===== src/rtl/bg_pkg.sv =====
// Shared constants and types for the background scroll datapath.
// Exports BG_W/BG_H, accumulator width, speed defaults and scroll_state_t.
// No logic; imported by bg_scroll_ctrl and friends.
package bg_pkg;
  localparam int BG_W        = 320;  // background width in ROM pixels
  localparam int BG_H        = 240;  // background height in ROM pixels
  localparam int ACC_W       = 13;   // 9.4 fixed-point scroll accumulator
  localparam int SPD_INIT    = 16;   // 1.0 px/frame in 4.4
  localparam int SPD_MAX     = 64;   // 4.0 px/frame in 4.4
  localparam int RAMP_FRAMES = 256;  // RUN frames per +1/16 px speed step
  localparam int SHAKE_TICKS = 16;   // frames of vertical shake after a crash

  typedef enum logic [1:0] {
    IDLE = 2'd0,
    RUN  = 2'd1,
    HALT = 2'd2,
    DEAD = 2'd3
  } scroll_state_t;
endpackage


===== src/rtl/edge_rise.sv =====
// Registered rising-edge detector: pulse is high for one cycle, one cycle after din rises.
// Ports: clk, rst (sync, active-high), din (level), pulse (one-cycle output).
// din_q resets high so a level that is already high at reset release is not an edge.
module edge_rise (
  input  logic clk,
  input  logic rst,
  input  logic din,
  output logic pulse
);
  logic din_q;

  always_ff @(posedge clk) begin
    if (rst) begin
      din_q <= 1'b1;
      pulse <= 1'b0;
    end else begin
      din_q <= din;
      pulse <= din & ~din_q;
    end
  end
endmodule


===== src/rtl/bg_scroll_ctrl.sv =====
// Frame-synchronous scroll controller: game-phase FSM plus a 9.4 fixed-point horizontal
// scroll accumulator advanced once per frame (vblnk rising edge), with a speed ramp in RUN.
// Ports: clk, rst (sync, active-high), vblnk, start/crash (pulses), pause (level),
//        scroll_x (0..BG_W-1), scroll_y (signed shake), frame_tick, state (scroll_state_t).
// Optional: define SCROLL_SHAKE_EN for a 16-frame +2/-2 vertical shake on entry to DEAD.
module bg_scroll_ctrl #(
  parameter int BG_W        = bg_pkg::BG_W,
  parameter int SPD_INIT    = bg_pkg::SPD_INIT,
  parameter int SPD_MAX     = bg_pkg::SPD_MAX,
  parameter int RAMP_FRAMES = bg_pkg::RAMP_FRAMES
) (
  input  logic       clk,
  input  logic       rst,
  input  logic       vblnk,
  input  logic       start,
  input  logic       pause,
  input  logic       crash,
  output logic [8:0] scroll_x,
  output logic [2:0] scroll_y,
  output logic       frame_tick,
  output logic [1:0] state
);
  import bg_pkg::*;

  localparam int RW   = (RAMP_FRAMES > 1) ? $clog2(RAMP_FRAMES) : 1;
  localparam int WRAP = BG_W * 16;

  scroll_state_t       st;
  logic [ACC_W-1:0]    acc;
  logic [6:0]          speed;
  logic [RW-1:0]       ramp_cnt;

  logic [6:0]          step;
  logic                advance;
  logic [ACC_W:0]      sum;
  logic [ACC_W-1:0]    acc_next;

  edge_rise u_vblnk_edge (
    .clk   (clk),
    .rst   (rst),
    .din   (vblnk),
    .pulse (frame_tick)
  );

  // Step for the coming tick. RUN with pause high already counts as frozen, even
  // though the FSM only moves to HALT on the following cycle.
  always_comb begin
    step    = '0;
    advance = 1'b0;
    case (st)
      IDLE: step = 7'(SPD_INIT);
      RUN: begin
        if (!pause) begin
          step    = speed;
          advance = 1'b1;
        end
      end
      default: step = '0;
    endcase
    sum = {1'b0, acc} + (ACC_W+1)'(step);
    // step never exceeds one image width, so one subtraction keeps acc in range
    if (sum >= (ACC_W+1)'(WRAP))
      acc_next = ACC_W'(sum - (ACC_W+1)'(WRAP));
    else
      acc_next = ACC_W'(sum);
  end

  always_ff @(posedge clk) begin
    if (rst) begin
      st       <= IDLE;
      acc      <= '0;
      speed    <= 7'(SPD_INIT);
      ramp_cnt <= '0;
    end else begin
      if (frame_tick) begin
        acc <= acc_next;
        if (advance) begin
          if (ramp_cnt == RW'(RAMP_FRAMES - 1)) begin
            ramp_cnt <= '0;
            if (speed < 7'(SPD_MAX))
              speed <= speed + 7'd1;
          end else begin
            ramp_cnt <= ramp_cnt + RW'(1);
          end
        end
      end

      // Events are taken every cycle; a (re)start overrides any same-cycle ramp update.
      // acc is never touched here, so a restart from DEAD continues without a jump.
      case (st)
        IDLE: begin
          if (start) begin
            st       <= RUN;
            speed    <= 7'(SPD_INIT);
            ramp_cnt <= '0;
          end
        end
        RUN: begin
          if (crash)
            st <= DEAD;
          else if (start) begin
            speed    <= 7'(SPD_INIT);
            ramp_cnt <= '0;
          end else if (pause)
            st <= HALT;
        end
        HALT: begin
          if (crash)
            st <= DEAD;
          else if (start) begin
            st       <= RUN;
            speed    <= 7'(SPD_INIT);
            ramp_cnt <= '0;
          end else if (!pause)
            st <= RUN;
        end
        DEAD: begin
          if (start) begin
            st       <= RUN;
            speed    <= 7'(SPD_INIT);
            ramp_cnt <= '0;
          end
        end
        default: st <= IDLE;
      endcase
    end
  end

  assign scroll_x = acc[ACC_W-1:4];
  assign state    = st;

`ifdef SCROLL_SHAKE_EN
  logic [4:0] shake_cnt;
  logic [2:0] shake_y;

  // Counts down one per tick; even counts give +2 and odd give -2, so the
  // sequence starts at +2 and alternates for SHAKE_TICKS ticks.
  always_ff @(posedge clk) begin
    if (rst) begin
      shake_cnt <= '0;
      shake_y   <= '0;
    end else if ((st == RUN || st == HALT) && crash) begin
      shake_cnt <= 5'(SHAKE_TICKS);
      shake_y   <= '0;
    end else if (st == DEAD && start) begin
      shake_cnt <= '0;
      shake_y   <= '0;
    end else if (frame_tick) begin
      if (shake_cnt != '0) begin
        shake_y   <= shake_cnt[0] ? 3'b110 : 3'b010;
        shake_cnt <= shake_cnt - 5'd1;
      end else begin
        shake_y <= '0;
      end
    end
  end

  assign scroll_y = shake_y;
`else
  assign scroll_y = '0;
`endif
endmodule


===== config.mk =====
export PLATFORM = sky130hd
export DESIGN_NAME = bg_scroll_ctrl
export DESIGN_NICKNAME = d
export VERILOG_FILES = /design/src/rtl/bg_pkg.sv /design/src/rtl/edge_rise.sv /design/src/rtl/bg_scroll_ctrl.sv
export SDC_FILE = /design/constraint.sdc
export NUM_CORES = 1
export LEC_CHECK = 0
export CELL_PAD_IN_SITES_DETAIL_PLACEMENT = 1
export CELL_PAD_IN_SITES_GLOBAL_PLACEMENT = 1
export CORE_MARGIN = 2
export CORE_UTILIZATION = 42
export CTS_BUF_LIST = sky130_fd_sc_hd__clkbuf_16
export DETAILED_ROUTE_END_ITERATION = 6
export PLACE_DENSITY_LB_ADDON = 0.1
export SLEW_MARGIN = 10
export SYNTH_ARGS = -nofsm -noshare
export SYNTH_HDL_FRONTEND = slang
export SYNTH_HIERARCHICAL = 1
export SYNTH_SLANG_ARGS = --single-unit

===== constraint.sdc =====
create_clock -name clk -period 4.5 [get_ports clk]
set_input_delay 1.125 -clock clk [delete_from_list [all_inputs] [get_ports clk]]
set_output_delay 1.125 -clock clk [all_outputs]
set_load 0.03 [all_outputs]

==> results.md <==
* Status: finished clean
* Max cap viols at 0
* Switching power share of the total at 29.5%
* # port buffers at 17
* Num CTS Buffers at 5
* Post-synth ARST share at 0%
* Final Cycle Share at 89.1%
* Num rows at 25
* Worst Tran Pin Value at 0.770 ns
* Initial DRT Pass Iterations at 4
* CTS Sinks at 32
* Die Y-Extent at 74.6 um
* Drt drc at 0
* Routed WL at 5070 um
* Max IR drop VDD at 206 uV
* Final Power at 0.826 mW
* Buf/Inv on CP at 2
* CTS tree: built
* Yosys cell types at 51
* Die width at 74.6 um
* Fin Clk Skew at 0.00394 ns
* Antenna viol nets, final at 0
* Overflow after GRT at 0
* GRT Resource Usage Total at 20.3%
* Crit path largest cell delay at 0.30 ns
* Final hold vios at 0
* Vias in the first global route at 1837
* Die ar. at 0.00556 mm^2
* Final Instance Area at 0.00257 mm^2
* Dpl ws at -0.273 ns
* Setup crit end kind: register
* Area growth from synthesis to layout at 22.8%
* Synthesized cell area at 0.00209 mm^2
* Worst hold margin at 0.407 ns
* Vias per cell at 5.09
* Final setup viols at 0
* Net load switching power at 0.244 mW
* Combinational share of power at 24.8%
* Peak Freq at 0.249 GHz
* Worst-Skew Late Latency at 0.28 ns
* Initial core utilization at 44.0%
* Setup Total Neg Slack at 0 ns
* Diodes inserted at 0
* Max Fanout on Critical Path at 6
* HP Class: reg2reg
* Max transition margin at 48.5%
* Worst-path clk slew at 0.05 ns
* RSZ-0062 raised after global routing: no
* Syn Inst Count at 256
* Placement Cell Area at 0.00242 mm^2
* Clock Tree Buf Depth at 2
* I/O pins at 21
* Largest net degree at the start of global routing at 20
* Max-slew violation count at 0
* NumNets Final at 312
* Pwr/cell area at 322 mW/mm^2
* Crit path DAT at 4.20 ns
* Sequential power share at 36.9%
* GPL Wtd Cong at 0.781
* Slowest-stage cell, CP: ha_1
* Minimum clock period at 4.01 ns
* Cell taking the most area after synthesis: dfxtp_1
* H-tree depth at 2
* WS Path Type: in2reg
* Ys flop type: dfxtp_1
* Cell family with most CP delay: simple AND/OR/NAND/NOR gates
* Part of the power in the clock network at 38.3%
* Top cell type's share of synthesized area at 30.6%
* Yosys warns at 6
* EDFF count, synth at 0
* DRT iter0 DRCs at 79
* Wire per inst at 14.2 um
* Top cells by area, synth: dfxtp_1, ha_1, nor2_1, buf_4, xor2_1
* Core area at 0.00475 mm^2
* Internal at 0.583 mW
* LEAKAGE at 1.07 nW
* Final worst slack at 0.490 ns
* DP HPWL at 3940 um
* Fillers at 605
* CP required at 4.69 ns
* Synth Register Bits at 32
* Crit path top cell by count: nand2_1
* Global-route wire length before repair at 8520 um
* Ratio of cells with drive above 1 in the final layout at 16.6%
* Initial antenna violation count at 0
* Crit-path cells: dlymetal6s2s_1, nor2b_4, buf_4, and2_1, ha_1, nand2_1, o21ai_0, nand2_1, nor2_1, nand3_1, and2_1, nor2_2, ha_1, nand2_1, nor3_1, o211ai_1, o41ai_2, a21boi_2, xnor2_1, a211oi_1
* Setup crit start kind: primary input
* Root buf cell: clkbuf_16
* Synthesized area per cell at 8.18 um^2
* Seq/Total Area, Yosys at 30.6%
* Via count at 1818
==> cell usage in the layout (no fill, tap or decap), types with 2 or more instances in the layout <==
cell             instances
nand2_1                 22
a21oi_1                 14
o21ai_1                  3
buf_4                   26
a21o_1                   3
mux2i_1                  5
inv_1                   12
conb_1                   3
and3_1                   2
nor2b_1                  3
o211ai_2                 2
o211ai_1                 4
and2_1                   6
xnor2_1                  7
dfxtp_1                 32
a211oi_1                 4
xor2_1                  11
clkbuf_16                5
o21ai_0                  5
nor3b_1                  2
nor2_1                  37
nor3_1                   7
clkdlybuf4s50_1         16
nand3_1                 13
or3_1                    3
nor2_2                   2
ha_1                    15
==> sequential cells by signal, indices dropped and copies added (netlist names) <==
name,flops
acc,13
ramp_cnt,8
speed,7
state,2
u_vblnk_edge/din_q,1
u_vblnk_edge/pulse,1
==> cells by family after synthesis <==
family                     share of synthesized area [%]
other                                              0.179
muxes                                               3.05
AOI/OAI and AO/OA                                   15.2
adders and majority gates                           9.92
and+or+nand+nor                                     24.5
xor gates and xnor gates                            8.31
DFF                                                 30.6
buffers and inverters                               8.25
==> power groups by stage <==
stage | combinational, mW | clock, mW | sequential, mW
floorplan | 0.130 | 0 | 0.321
global placement | 0.199 | 0 | 0.310
finish | 0.205 | 0.317 | 0.305
CTS | 0.205 | 0.321 | 0.305
global route | 0.226 | 0.334 | 0.306
detailed placement | 0.203 | 0 | 0.310
==> final timing paths <==
kind,depth (start not counted),slack (ns),start,end
worst max-delay path,20,0.49,pause,acc[10]
worst min-delay path,1,0.41,u_vblnk_edge/din_q,u_vblnk_edge/pulse
worst max register to register,21,0.75,state[1],acc[10]
worst min register to register,1,0.41,u_vblnk_edge/din_q,u_vblnk_edge/pulse
==> layer usage <==
metal / share of wire, % / global-route usage (%)
met5: 0 / 0
met2: 45 / 32.5
met4: 1.5 / 6.35
met1: 50 / 27.0
met3: 3.0 / 4.88
==> Yosys cell counts (4+ instances only) <==
library cell  instances
inv_1                11
nand2_1              22
a21oi_1              14
ha_1                 15
nor2_1               38
dfxtp_1              32
mux2i_1               5
xnor2_1               7
o21ai_0               5
buf_4                14
nor3_1                7
o211ai_1              4
a211oi_1              4
xor2_1               11
and2_1                6
nand3_1              13
==> area by class of cell <==
cell class              instances  area (um^2)  area share (%)
repair buffers                 43          368            14.3
clock inverters                 2         8.76           0.341
inverters                      12         45.0            1.75
multi-input cells             196         1300            50.5
well taps                      67         83.8            3.26
flip-flops and latches         32          641            24.9
clock buffers                   5          125            4.87
==> worst register-to-register path, stage by stage, from the launching register on <==
cell,delay [ns]
dfxtp_1,0.37
inv_1,0.09
ha_1,0.21
nor2b_4,0.15
buf_4,0.14
and2_1,0.15
ha_1,0.30
nand2_1,0.07
o21ai_0,0.16
nand2_1,0.09
nor2_1,0.15
nand3_1,0.14
and2_1,0.23
nor2_2,0.15
ha_1,0.17
nand2_1,0.05
nor3_1,0.17
o211ai_1,0.14
o41ai_2,0.25
a21boi_2,0.12
xnor2_1,0.15
a211oi_1,0.21
==> per-stage QoR <==
step / cells / util (%)
floorplan: 258 / -
global placement: 350 / 50.9
detailed placement: 350 / 50.9
CTS: 357 / 53.8
global route: 357 / 54.1
finish: 357 / 54.1
==> what timing repair did <==
item | in CTS | in global routing
setup endpoints to repair | 1 | 2
pin swaps | 0 | 2
hold buffers | 0 | 0
gates resized for setup | 1 | 3
setup buffers | 0 | 0
No activity file was read; power rests on OpenSTA's default activity.
